--- config.mk ---
export PLATFORM = sky130hd
export DESIGN_NAME = ifetch_queue
export DESIGN_NICKNAME = d
export VERILOG_FILES = /design/src/rtl/ifetch_queue.sv
export SDC_FILE = /design/constraint.sdc
export NUM_CORES = 1
export LEC_CHECK = 0
export BUFFER_PORTS_ARGS = -buffer_cell sky130_fd_sc_hd__buf_4
export CORE_MARGIN = 2
export CORE_UTILIZATION = 50
export DETAILED_ROUTE_END_ITERATION = 12
export GPL_ROUTABILITY_DRIVEN = 0
export PLACE_DENSITY = 0.7
export REMOVE_ABC_BUFFERS = 1
export SYNTH_ARGS = -nofsm -noshare
export SYNTH_HDL_FRONTEND = slang
export SYNTH_SLANG_ARGS = --single-unit
--- constraint.sdc ---
create_clock -name clk -period 9.14 [get_ports clk]
set_input_delay 1.828 -clock clk [delete_from_list [all_inputs] [get_ports clk]]
set_output_delay 1.828 -clock clk [all_outputs]
set_load 0.05 [all_outputs]
--- src/rtl/ifetch_queue.sv ---
// ifetch_queue: circular {pc, instr} FIFO between fetch and decode, emptied on flush.
// Optional zero-latency empty-queue bypass when IFETCH_QUEUE_BYPASS_EN is defined.
module ifetch_queue #(
    parameter int unsigned DEPTH = 4,
    parameter int unsigned XLEN  = 32,
    parameter int unsigned ILEN  = 32
) (
    input  logic                     clk,
    input  logic                     rst,
    input  logic                     in_valid,
    output logic                     in_ready,
    input  logic [XLEN-1:0]          in_pc,
    input  logic [ILEN-1:0]          in_instr,
    input  logic                     flush,
    output logic                     out_valid,
    input  logic                     out_ready,
    output logic [XLEN-1:0]          out_pc,
    output logic [ILEN-1:0]          out_instr,
    output logic [$clog2(DEPTH):0]   count
);
    localparam int AW = $clog2(DEPTH);

    logic [AW:0]      rdPtr, wrPtr;
    logic [XLEN-1:0]  pcMem [DEPTH];
    logic [ILEN-1:0]  instrMem [DEPTH];
    logic             empty, full, push, pop, wrEn, rdEn;

    assign empty    = rdPtr == wrPtr;
    assign full     = (rdPtr[AW-1:0] == wrPtr[AW-1:0]) && (rdPtr[AW] != wrPtr[AW]);
    assign count    = wrPtr - rdPtr;
    assign in_ready = !full && !flush && !rst;
    assign push     = in_valid && in_ready;
    assign pop      = out_valid && out_ready;

`ifdef IFETCH_QUEUE_BYPASS_EN
    logic bypass;
    // An entry consumed straight through the bypass never touches storage.
    assign bypass    = empty && in_valid && !flush && !rst;
    assign out_valid = (!empty || bypass) && !flush;
    assign out_pc    = bypass ? in_pc : pcMem[rdPtr[AW-1:0]];
    assign out_instr = bypass ? in_instr : instrMem[rdPtr[AW-1:0]];
    assign wrEn      = push && !(bypass && out_ready);
    assign rdEn      = pop && !bypass;
`else
    assign out_valid = !empty && !flush;
    assign out_pc    = pcMem[rdPtr[AW-1:0]];
    assign out_instr = instrMem[rdPtr[AW-1:0]];
    assign wrEn      = push;
    assign rdEn      = pop;
`endif

    always_ff @(posedge clk) begin
        if (rst) begin
            rdPtr <= '0;
            wrPtr <= '0;
            for (int i = 0; i < DEPTH; i++) begin
                pcMem[i]    <= '0;
                instrMem[i] <= '0;
            end
        end else if (flush) begin
            rdPtr <= wrPtr;
        end else begin
            if (wrEn) begin
                pcMem[wrPtr[AW-1:0]]    <= in_pc;
                instrMem[wrPtr[AW-1:0]] <= in_instr;
                wrPtr                   <= wrPtr + 1'b1;
            end
            if (rdEn)
                rdPtr <= rdPtr + 1'b1;
        end
    end
endmodule

-- Word level (Yosys, flattened, before mapping)
Memories as Yosys holds them, arrays and structs flattened. A register that Yosys moved wholly into a read port is not among the register bits.
Cells that the tools add are included.
- $add $sub $neg: 3
- equality and inequality tests: 3
- multiplexer cells: 18
- bitwise gates (word level): 1
- reductions and logical operators: 14
- operator list (operator ; count):
    2-to-1 mux 32 bit ; 2
    OR reduction 32 bit ; 2
    2-to-1 mux 2 bit ; 6
    2-to-1 mux 1 bit ; 8
    adder 3 x 1 -> 3 bit, second input constant ; 2
    logical AND 1 bit ; 6
    2-to-1 mux 3 bit ; 2
    logical NOT 1 bit ; 4
    equality test 3 bit ; 1
    subtractor 3 bit ; 1
    equality test 2 bit ; 1
    AND reduction 2 bit ; 1
    nonzero test 2 bit ; 1
    != test 1 bit ; 1
    inverter 1 bit ; 1
- register bits: 6
- memory bits (writable): 256
- input bits: 69
- output and inout bits: 69
- word-level logic and storage cells: 43
- memories: 2
- memory list (memory ; depth ; bits a word ; read ports ; clocked after Yosys merged registers in ; wr ports ; RTL line ; source):
    instrMem ; 4 ; 32 ; 1 ; 1 ; 4 ; 25 ; logic [ILEN-1:0] instrMem [DEPTH];
    pcMem ; 4 ; 32 ; 1 ; 1 ; 4 ; 24 ; logic [XLEN-1:0] pcMem [DEPTH];

-- Longest topological paths before layout
Gate-level depths: netlist of run 1.
- depth after elaboration: 12
- depth in mapped cells: 8
- gate-level depth less buffers: 5

-- Worst setup path before layout of run 1
OpenSTA, ideal clock, no wires.
- kind: input port to flip-flop
- from: input port in_valid
- to: memory instrMem[3][0] (enable)
- setup time: 0.581 ns
- arrival: 7.239 ns
- data required time: 8.559 ns
- setup slack: 1.320 ns
- stages on the path: 4
- buffers on the path: 1
- path through: nor2b_1 o21ai_1 buf_2 o31ai_1
- RTL lines (what ; RTL line ; source):
    from (decl) ; 10 ; input logic in_valid,
    to (decl) ; 25 ;

==> results.md, run 1 <==
* Critical Path RT at 7310 ps
* Comb pwr share at 17.0%
* # DRC at 0
* Worst VDD drop at 0.118 mV
* Worst slew margin at 32.0%
* Status: complete, no violations
* PwrDens at 228 nW/um^2
* Cells after Synth at 757
* Highest clock rate at 0.213 GHz
* Switching Share at 27.2%
* CTS tree: done
* Row cnt at 54
* Final nets at 953
* Largest net degree at the start of global routing at 65
* Final antenna diode count at 0
* Total power at 3030 uW
* Clk buf depth at 3
* Sequential share of power at 47.4%
* Root buffer selected by CTS: clkbuf_16
* Routed WL at 24300 microns
* Core area at 21900 sq um
* Width of the die at 153 microns
* Post-CTS Resized at 0
* Maximum fanout along the worst path at 39
* Final min period at 4700 ps
* Highest-count cells in the layout ignoring fill and taps: 262 x nor2_1, 256 x edfxtp_1, 144 x buf_4
* Clock power frac at 35.6%
* DRT iter0 DRCs at 686
* Startpoint types: flop
* Port Buffer Count at 137
* Bufs and invs on worst path at 2
* Critical path class: reg2out
* Post-Place Worst Slack at 4340 ps
* Synth cell types at 36
* Hpwl dp at 12700 microns
* Antenna-violating nets left at 0
* Layout cell share with drive strength beyond 1 at 28.9%
* First-pass GRT wire length at 38200 microns
* Data arrival, critical path at 2870 ps
* Yosys warnings at 0
* Register area share after synthesis at 70.3%
* Clock Skew at 10.8 ps
* CTS buffer count at 28
* I/O pins at 138
* Postcts setup bufs at 0
* Final hold vios at 0
* Initial antenna violation count at 0
* Worst path cell trace: buf_4 > mux4_2 > buf_4
* Worst path max stage delay at 750 ps
* Worst Tran Pin Value at 1020 ps
* Commonest non-fill, non-tap cell in the layout: nor2_1
* Vias in the first global route at 7081
* Critical path's slowest cell: buf_4
* Type of the worst min-delay path: reg2reg
* Cts hold-fix bufs at 0
* Die area at 23600 sq um
* Most frequent cell on the critical path: buf_4
* Syn-to-layout area delta at 19.1%
* Vias per inst at 5.58
* Max_cap viols at 0
* Post-synthesis register bit count at 264
* Die Y at 153 microns
* RSZ-0062 raised after global routing: false
* Fin Setup TNS at 0 ps
* Internal power at 2210 uW
* Gr usage total at 20.8%
* Setup crit end kind: output port
* H-tree depth at 1
* Starting Density at 51.0%
* Net Sw Power at 827 uW
* Routed WL per cell at 20.6 microns
* Fin crit share at 51.4%
* Final-report setup violation count at 0
* Crit path max-delay family: buffers and inverters
* LEAKAGE at 0.00492 uW
* Final Slew Violations at 0
* Grt total ovfl at 0
* Pre-antenna DRT Iters at 5
* Syn Std Cell Area at 11200 sq um
* Clk_lat worst skew at 530 ps
* Worst-path clk slew at 50 ps
* Via count at 6593
* Syn_area_per_cell at 14.8 sq um
* Fin worst setup slack at 4440 ps
* Sink Count at 264
-- registers in the layout, indices dropped and copies added (netlist names), named ones only --
name	flops
instrMem	128
pcMem	128
rdPtr	3
wrPtr	3
-- final timing paths --
path	depth (start not counted)	startpoint	to	slack [ps]
setup / recovery	3	flop	out_pc[11]	4440
hold / removal	2	rdPtr[2]$_SDFFE_PP0N_	rdPtr[2]$_SDFFE_PP0N_	540
setup reg to reg	6	wrPtr[0]$_SDFFE_PP0P_	pcMem[3][0]$_DFFE_PP_	5510
hold reg to reg	2	rdPtr[2]$_SDFFE_PP0N_	rdPtr[2]$_SDFFE_PP0N_	540
-- worst register-to-register path, stage by stage (launching register included) --
cell	delay, ps
dfxtp_1	460
inv_1	220
ha_1	390
nand2_1	470
o21ai_4	130
o31ai_4	810
buf_4	740
-- final cells by class --
class	count	area (sq um)
Tap cell	280	350
Clock inverter	18	139
Multi-Input combinational cell	434	3110
Inverter	7	26.3
Clock buffer	34	744
Timing Repair Buffer	144	1080
Sequential cell	264	7860
Fill cell	1713	8580
-- per-layer routing --
metal  global-route usage (%)  up-vias  routed length (microns)
li1                         -     2998                        -
met1                     28.2     3340                    10100
met2                     35.9      226                    12200
met3                     3.57       29                     1600
met4                     4.11        0                      340
met5                        0        -                        0
-- synthesized netlist by cell type --
library cell / instances / share of area, %
mux2_2: 2 / 0.20
buf_2: 22 / 0.99
edfxtp_1: 256 / 69
nand2b_1: 1 / 0.056
nand2_1: 68 / 2.3
o31ai_1: 2 / 0.13
or4_1: 1 / 0.067
a31oi_1: 2 / 0.11
o22ai_1: 1 / 0.056
xnor2_2: 1 / 0.15
buf_4: 13 / 0.87
a21oi_1: 3 / 0.13
nor2_1: 262 / 8.8
and3_1: 1 / 0.056
inv_1: 6 / 0.20
buf_1: 2 / 0.067
nor2b_1: 2 / 0.11
nor4b_1: 1 / 0.078
ha_1: 4 / 0.45
clkbuf_1: 15 / 0.50
a311oi_1: 1 / 0.078
dfxtp_1: 8 / 1.4
o21ai_0: 4 / 0.18
o21a_1: 1 / 0.067
nand3_1: 1 / 0.045
o2111ai_1: 3 / 0.24
inv_2: 1 / 0.034
o21ai_1: 1 / 0.045
and3b_1: 1 / 0.078
o2111ai_2: 2 / 0.27
xor2_1: 1 / 0.078
fa_1: 1 / 0.18
mux4_2: 64 / 13
o211a_1: 1 / 0.090
o211ai_1: 1 / 0.067
xnor2_1: 1 / 0.078
-- through the flow --
step                      utilization, %  cell area [sq um]  hold WS (ps)  cells
after global placement              56.8              12400           545   1129
after floorplan                        -              10900           510    705
after detailed placement            56.8              12400           543   1129
after global routing                60.8              13300           592   1181
after CTS                           60.8              13300           549   1181
final                               60.8              13300           543   1181
-- power groups by stage --
| stage | Clock [uW] | Combinational, uW | Sequential [uW] |
|---|---|---|---|
| after floorplan | 0 | 349 | 1460 |
| after global placement | 0 | 518 | 1460 |
| after detailed placement | 0 | 521 | 1470 |
| after CTS | 1090 | 522 | 1440 |
| after global routing | 1140 | 543 | 1450 |
| final | 1080 | 516 | 1440 |
-- kinds of logic after synthesis --
family | Yosys count | synth area share, %
compound gates | 22 | 1.47
xor+xnor | 3 | 0.302
fa+ha+maj | 5 | 0.627
buf+inv | 59 | 2.67
flops | 264 | 70.3
mux | 66 | 13.1
simple gates | 338 | 11.6
No activity file was read; power rests on OpenSTA's default activity.
==> inputs of run 2 (changes only) <==
- ABC_AREA: default -> 1
- PLACE_DENSITY: 0.7 -> 0.73
- clock period: 9.14 -> 4.2 ns (I/O delays scaled with it)
==> results.md, run 2 <==
* Root buffer selected by CTS: clkbuf_16
* Sink Count at 264
* Fin Setup TNS at 0 ps
* Max_cap viols at 0
* Top post-synthesis cells by count: 341 x nor2_1, 256 x edfxtp_1, 130 x o21ai_0
* Synth top area share at 67.4%
* # DRC at 0
* Gr usage total at 21.9%
* Final min period at 3600 ps
* Antenna-violating nets left at 0
* Synth top area cells: edfxtp_1 67%, nor2_1 11%, o21ai_0 5.7%, o22ai_1 3.5%, nor2_2 2.7%
* Yosys warnings at 0
* Reg-to-reg endpoint: pcMem[1][4]$_SDFFCE_PN0P_
* Hold Crit Depth at 2
* Syn-to-layout area delta at 20.2%
* Final hold vios at 0
* Data arrival, critical path at 2760 ps
* Final-report setup violation count at 0
* Highest clock rate at 0.278 GHz
* Top_reg_cell synth: edfxtp_1
* Post-CTS Resized at 0
* Startpoint types: flop
* Worst Hold Endpoint: rdPtr[2]$_SDFFE_PP0N_
* Highest-count cells in the layout ignoring fill and taps: 340 x nor2_1, 256 x edfxtp_1, 151 x buf_4
* PwrDens at 496 nW/um^2
* Launch point of the worst reg-to-reg path: wrPtr[0]$_SDFFE_PP0P_
* Core area at 22500 sq um
* I/O pins at 138
* Post-synthesis register bit count at 264
* Setup crit end kind: output port
* Clock Skew at 9.74 ps
* Cts hold-fix bufs at 0
* Fillers at 1800
* DRT iter0 DRCs at 657
* Critical Path RT at 3360 ps
* Worst-path clk slew at 60 ps
* Worst VDD drop at 0.297 mV
* Largest regs: instrMem x128, pcMem x128
* Postcts setup bufs at 0
* Most numerous cell in the Yosys netlist: nor2_1
* Via count at 8027
* CTS buffer count at 28
* Hold path startpoint: rdPtr[2]$_SDFFE_PP0N_
* Initial antenna violation count at 0
* Final antenna diode count at 0
* Final nets at 1236
* Width of the die at 155 microns
* First-pass GRT wire length at 41600 microns
* Routed WL at 26400 microns
* Fin crit share at 85.6%
* Die area at 24000 sq um
* Critical path class: reg2out
* Die Y at 155 microns
* Post-synth ARST share at 0%
* Clk buf depth at 3
* Commonest non-fill, non-tap cell in the layout: nor2_1
* FF-to-FF path depth at 11
* Layout cell share with drive strength beyond 1 at 22.2%
* Routed WL per cell at 18.0 microns
* Row cnt at 55
* Port Buffer Count at 137
* Syn Std Cell Area at 11400 sq um
* Syn_area_per_cell at 10.9 sq um
* H-tree depth at 1
* LEAKAGE at 0.00565 uW
* RSZ-0062 raised after global routing: false
* Pre-antenna DRT Iters at 5
* Vias per inst at 5.47
* Vias in the first global route at 8024
* Maximum fanout along the worst path at 66
* Cells after Synth at 1048
* Register area share after synthesis at 68.8%
* Largest net degree at the start of global routing at 73
* Status: complete, no violations
* Worst slew margin at 26.4%
* Final Slew Violations at 0
* Type of the worst min-delay path: reg2reg
* Area leader, netlist: edfxtp_1
* R2R Setup Slk at 970 ps
* Worst Tran Pin Value at 1100 ps
* Synth cell types at 27
* Clk_lat worst skew at 530 ps
* EDFF count, synth at 256
* Hpwl dp at 14700 microns
* CTS tree: done
* Grt total ovfl at 0
* Worst hold margin at 537 ps
* Starting Density at 50.7%
run 2: cell count changes after synthesis, moves of 4 or more:
cell      delta
buf_2        -6
buf_4       -12
buf_6        +5
clkbuf_1    +30
inv_1       +69
mux4_2      -64
nand2_1     -39
nand3_1      +4
nor2_1      +79
nor2_2      +50
o21ai_0    +126
o22ai_1     +63
run 2: through the flow:
step           instance area (sq um)  utilization, %  instances  power, uW  worst slack [ps]
6_report                       13700            60.9       1468       6800               603
4_1_cts                        13700            60.9       1468       6840               556
5_1_grt                        13700            60.9       1468       7010               393
3_5_place_dp                   12700            56.4       1417       4180              1000
2_1_floorplan                  11100               -        978       3800             -1620
3_3_place_gp                   12700            56.4       1417       4160              1080
run 2: cell families after synthesis:
kind of cell	share of synthesized area (%)
AND/OR/NAND/NOR	15.6
flip-flops	68.8
AO/OA/AOI/OAI	9.49
buffers and inverters	5.39
adder cells (fa/ha/maj)	0.614
XOR/XNOR	0.0768
run 2: layout make-up:
type / count / area [sq um] / area share [%]
inverters: 77 / 292 / 2.13
well taps: 285 / 357 / 2.60
repair buffers: 154 / 1190 / 8.71
clock buffers: 35 / 768 / 5.60
clock inverters: 16 / 253 / 1.84
multi-input cells: 637 / 2990 / 21.8
flip-flops and latches: 264 / 7850 / 57.3
run 2: worst max path at each step:
stage               cells past startpoint                  start  slack, ps                      endpoint
floorplan                               9  wrPtr[0]$_SDFFE_PP0P_      -1620  instrMem[1][0]$_SDFFCE_PN0P_
global placement                       11  wrPtr[0]$_SDFFE_PP0P_       1080    pcMem[1][10]$_SDFFCE_PN0P_
detailed placement                     11  wrPtr[0]$_SDFFE_PP0P_       1000     pcMem[1][4]$_SDFFCE_PN0P_
CTS                                     4                   flop        560                 out_instr[25]
global route                            4                   flop        390                    out_pc[24]
finish                                  4                   flop        600                 out_instr[26]
run 2: power breakdown:
part	switching (uW)	leakage, uW	internal (uW)
logic	753	0.00244	281
registers	50.1	0.00271	3030
clock network	965	0.000497	1720
run 2: critical path, cell delays in order (launching register included):
cell	delay (ps)
dfxtp_4	770
buf_4	650
o21ai_0	200
o22ai_1	330
buf_4	270
run 2: metal layers:
metal,GRT usage (%),part of all wire [%],vias up
li1,-,-,3806
met1,29.9,41,3855
met2,36.5,49,323
met3,3.87,8.2,43
met4,6.31,1.7,0
met5,0,0,-
==> inputs of run 3 (changes only) <==
- PLACE_DENSITY: 0.73 -> 0.78
==> results.md, run 3 (same netlist as run 2, synthesis figures left out) <==
* Port Buffer Count at 137
* Syn-to-layout area delta at 18.2%
* Initial antenna violation count at 1
* Status: complete, no violations
* Worst slew margin at 37.3%
* Critical Path RT at 3360 ps
* DRT iter0 DRCs at 778
* Starting Density at 50.7%
* CTS tree: done
* Util after Layout at 59.9%
* Width of the die at 155 microns
* # DRC at 0
* Clock Skew at 9.08 ps
* Final nets at 1233
* Cts hold-fix bufs at 0
* RSZ-0062 raised after global routing: false
* Vias in the first global route at 7827
* Fin crit share at 87.4%
* Highest clock rate at 0.272 GHz
* Highest-count cells in the layout ignoring fill and taps: 340 x nor2_1, 256 x edfxtp_1, 147 x buf_4
* Worst Tran Pin Value at 940 ps
* Maximum fanout along the worst path at 81
* First-pass GRT wire length at 40600 microns
* LEAKAGE at 0.00554 uW
* I/O pins at 138
* Layout cell share with drive strength beyond 1 at 21.4%
* Total power at 6300 uW
* Grt total ovfl at 0
* Data arrival, critical path at 2830 ps
* Largest net degree at the start of global routing at 82
* Launch point of the worst reg-to-reg path: wrPtr[0]$_SDFFE_PP0P_
* Routed WL at 26000 microns
* Pre-antenna DRT Iters at 5
* Worst VDD drop at 0.232 mV
* Clk_lat worst skew at 520 ps
* Routed WL per cell at 17.8 microns
* Final hold vios at 0
* Commonest non-fill, non-tap cell in the layout: nor2_1
* Row cnt at 55
* Reg-to-reg endpoint: pcMem[1][9]$_SDFFCE_PN0P_
* Placed Cells at 1415
* Largest regs: instrMem x128, pcMem x128
* Post-CTS Resized at 0
* Gr usage total at 21.4%
* Core area at 22500 sq um
* Max_cap viols at 0
* Setup crit end kind: output port
* Type of the worst min-delay path: reg2reg
* Sink Count at 264
* Worst hold margin at 535 ps
* Fillers at 1807
* FF-to-FF path depth at 10
* Die Y at 155 microns
* Final cell count without fillers at 1463
* Final instance area at 13500 sq um
* Final Slew Violations at 0
* Final antenna diode count at 0
* PwrDens at 467 nW/um^2
* Via count at 8023
* Clk buf depth at 3
* H-tree depth at 1
* Hold path startpoint: rdPtr[2]$_SDFFE_PP0N_
* Root buffer selected by CTS: clkbuf_16
* CTS buffer count at 27
* Hold Crit Depth at 2
* Postcts setup bufs at 0
* Final-report setup violation count at 0
* Critical path class: reg2out
* Hpwl dp at 14800 microns
* Worst Hold Endpoint: rdPtr[2]$_SDFFE_PP0N_
* Final min period at 3670 ps
* Die area at 24000 sq um
* Antenna-violating nets left at 0
* Vias per inst at 5.48
* R2R Setup Slk at 1110 ps
* Startpoint types: flop
* Area post-placement at 12700 sq um
* Worst-path clk slew at 60 ps
## run 3: cell types whose count changed in the layout (fill, tap and decap cells not counted), sizes merged
cell      delta
inv          +1
clkinv       +3
bufinv       -6
buf          -2
clkinvlp     -1
## run 3: area by class of cell
cell class / instances / area (sq um) / area share [%]
clock buffer: 35 / 706 / 5.23
tap: 285 / 357 / 2.64
multi-input combinational: 637 / 2980 / 22.1
sequential: 264 / 7850 / 58.2
clock inverter: 13 / 88.8 / 0.659
timing repair buffer: 152 / 1200 / 8.93
inverter: 77 / 292 / 2.16
## run 3: worst max-delay path by stage
stage	start	end	slack [ps]	depth (start not counted)
final	flop	out_pc[27]	530	5
after global placement	flush	instrMem[1][26]$_SDFFCE_PN0P_	1030	7
after global routing	flop	out_pc[27]	380	5
after detailed placement	rst	pcMem[1][7]$_SDFFCE_PN0P_	960	7
after CTS	flop	out_pc[27]	520	5
after floorplan	wrPtr[0]$_SDFFE_PP0P_	instrMem[1][0]$_SDFFCE_PN0P_	-1620	9
## run 3: power by group
part           switching (uW)  total (uW)  leakage [uW]  internal [uW]
clock network             944        2190      0.000391           1240
logic                     751        1030       0.00243            282
registers                51.8        3080       0.00271           3030
total                    1750        6300       0.00554           4560
## run 3: critical path, cell delays in order (launching register included)
cell	delay, ps
dfxtp_4	560
inv_4	650
buf_4	370
o21ai_0	140
o22ai_1	290
buf_4	260
## run 3: per-stage QoR
stage | setup TNS (ps) | worst slack (ps)
after CTS | 0 | 515
final | 0 | 530
after global placement | 0 | 1030
after global routing | 0 | 380
after floorplan | -316340 | -1620
after detailed placement | 0 | 962
## run 3: metal layers
layer / GRT usage (%) / wire, microns / vias to the layer above
met5: 0 / 14 / -
met4: 5.42 / 440 / 2
met3: 3.65 / 2060 / 39
met2: 36.3 / 12600 / 309
met1: 29.0 / 10900 / 3886
li1: - / - / 3787
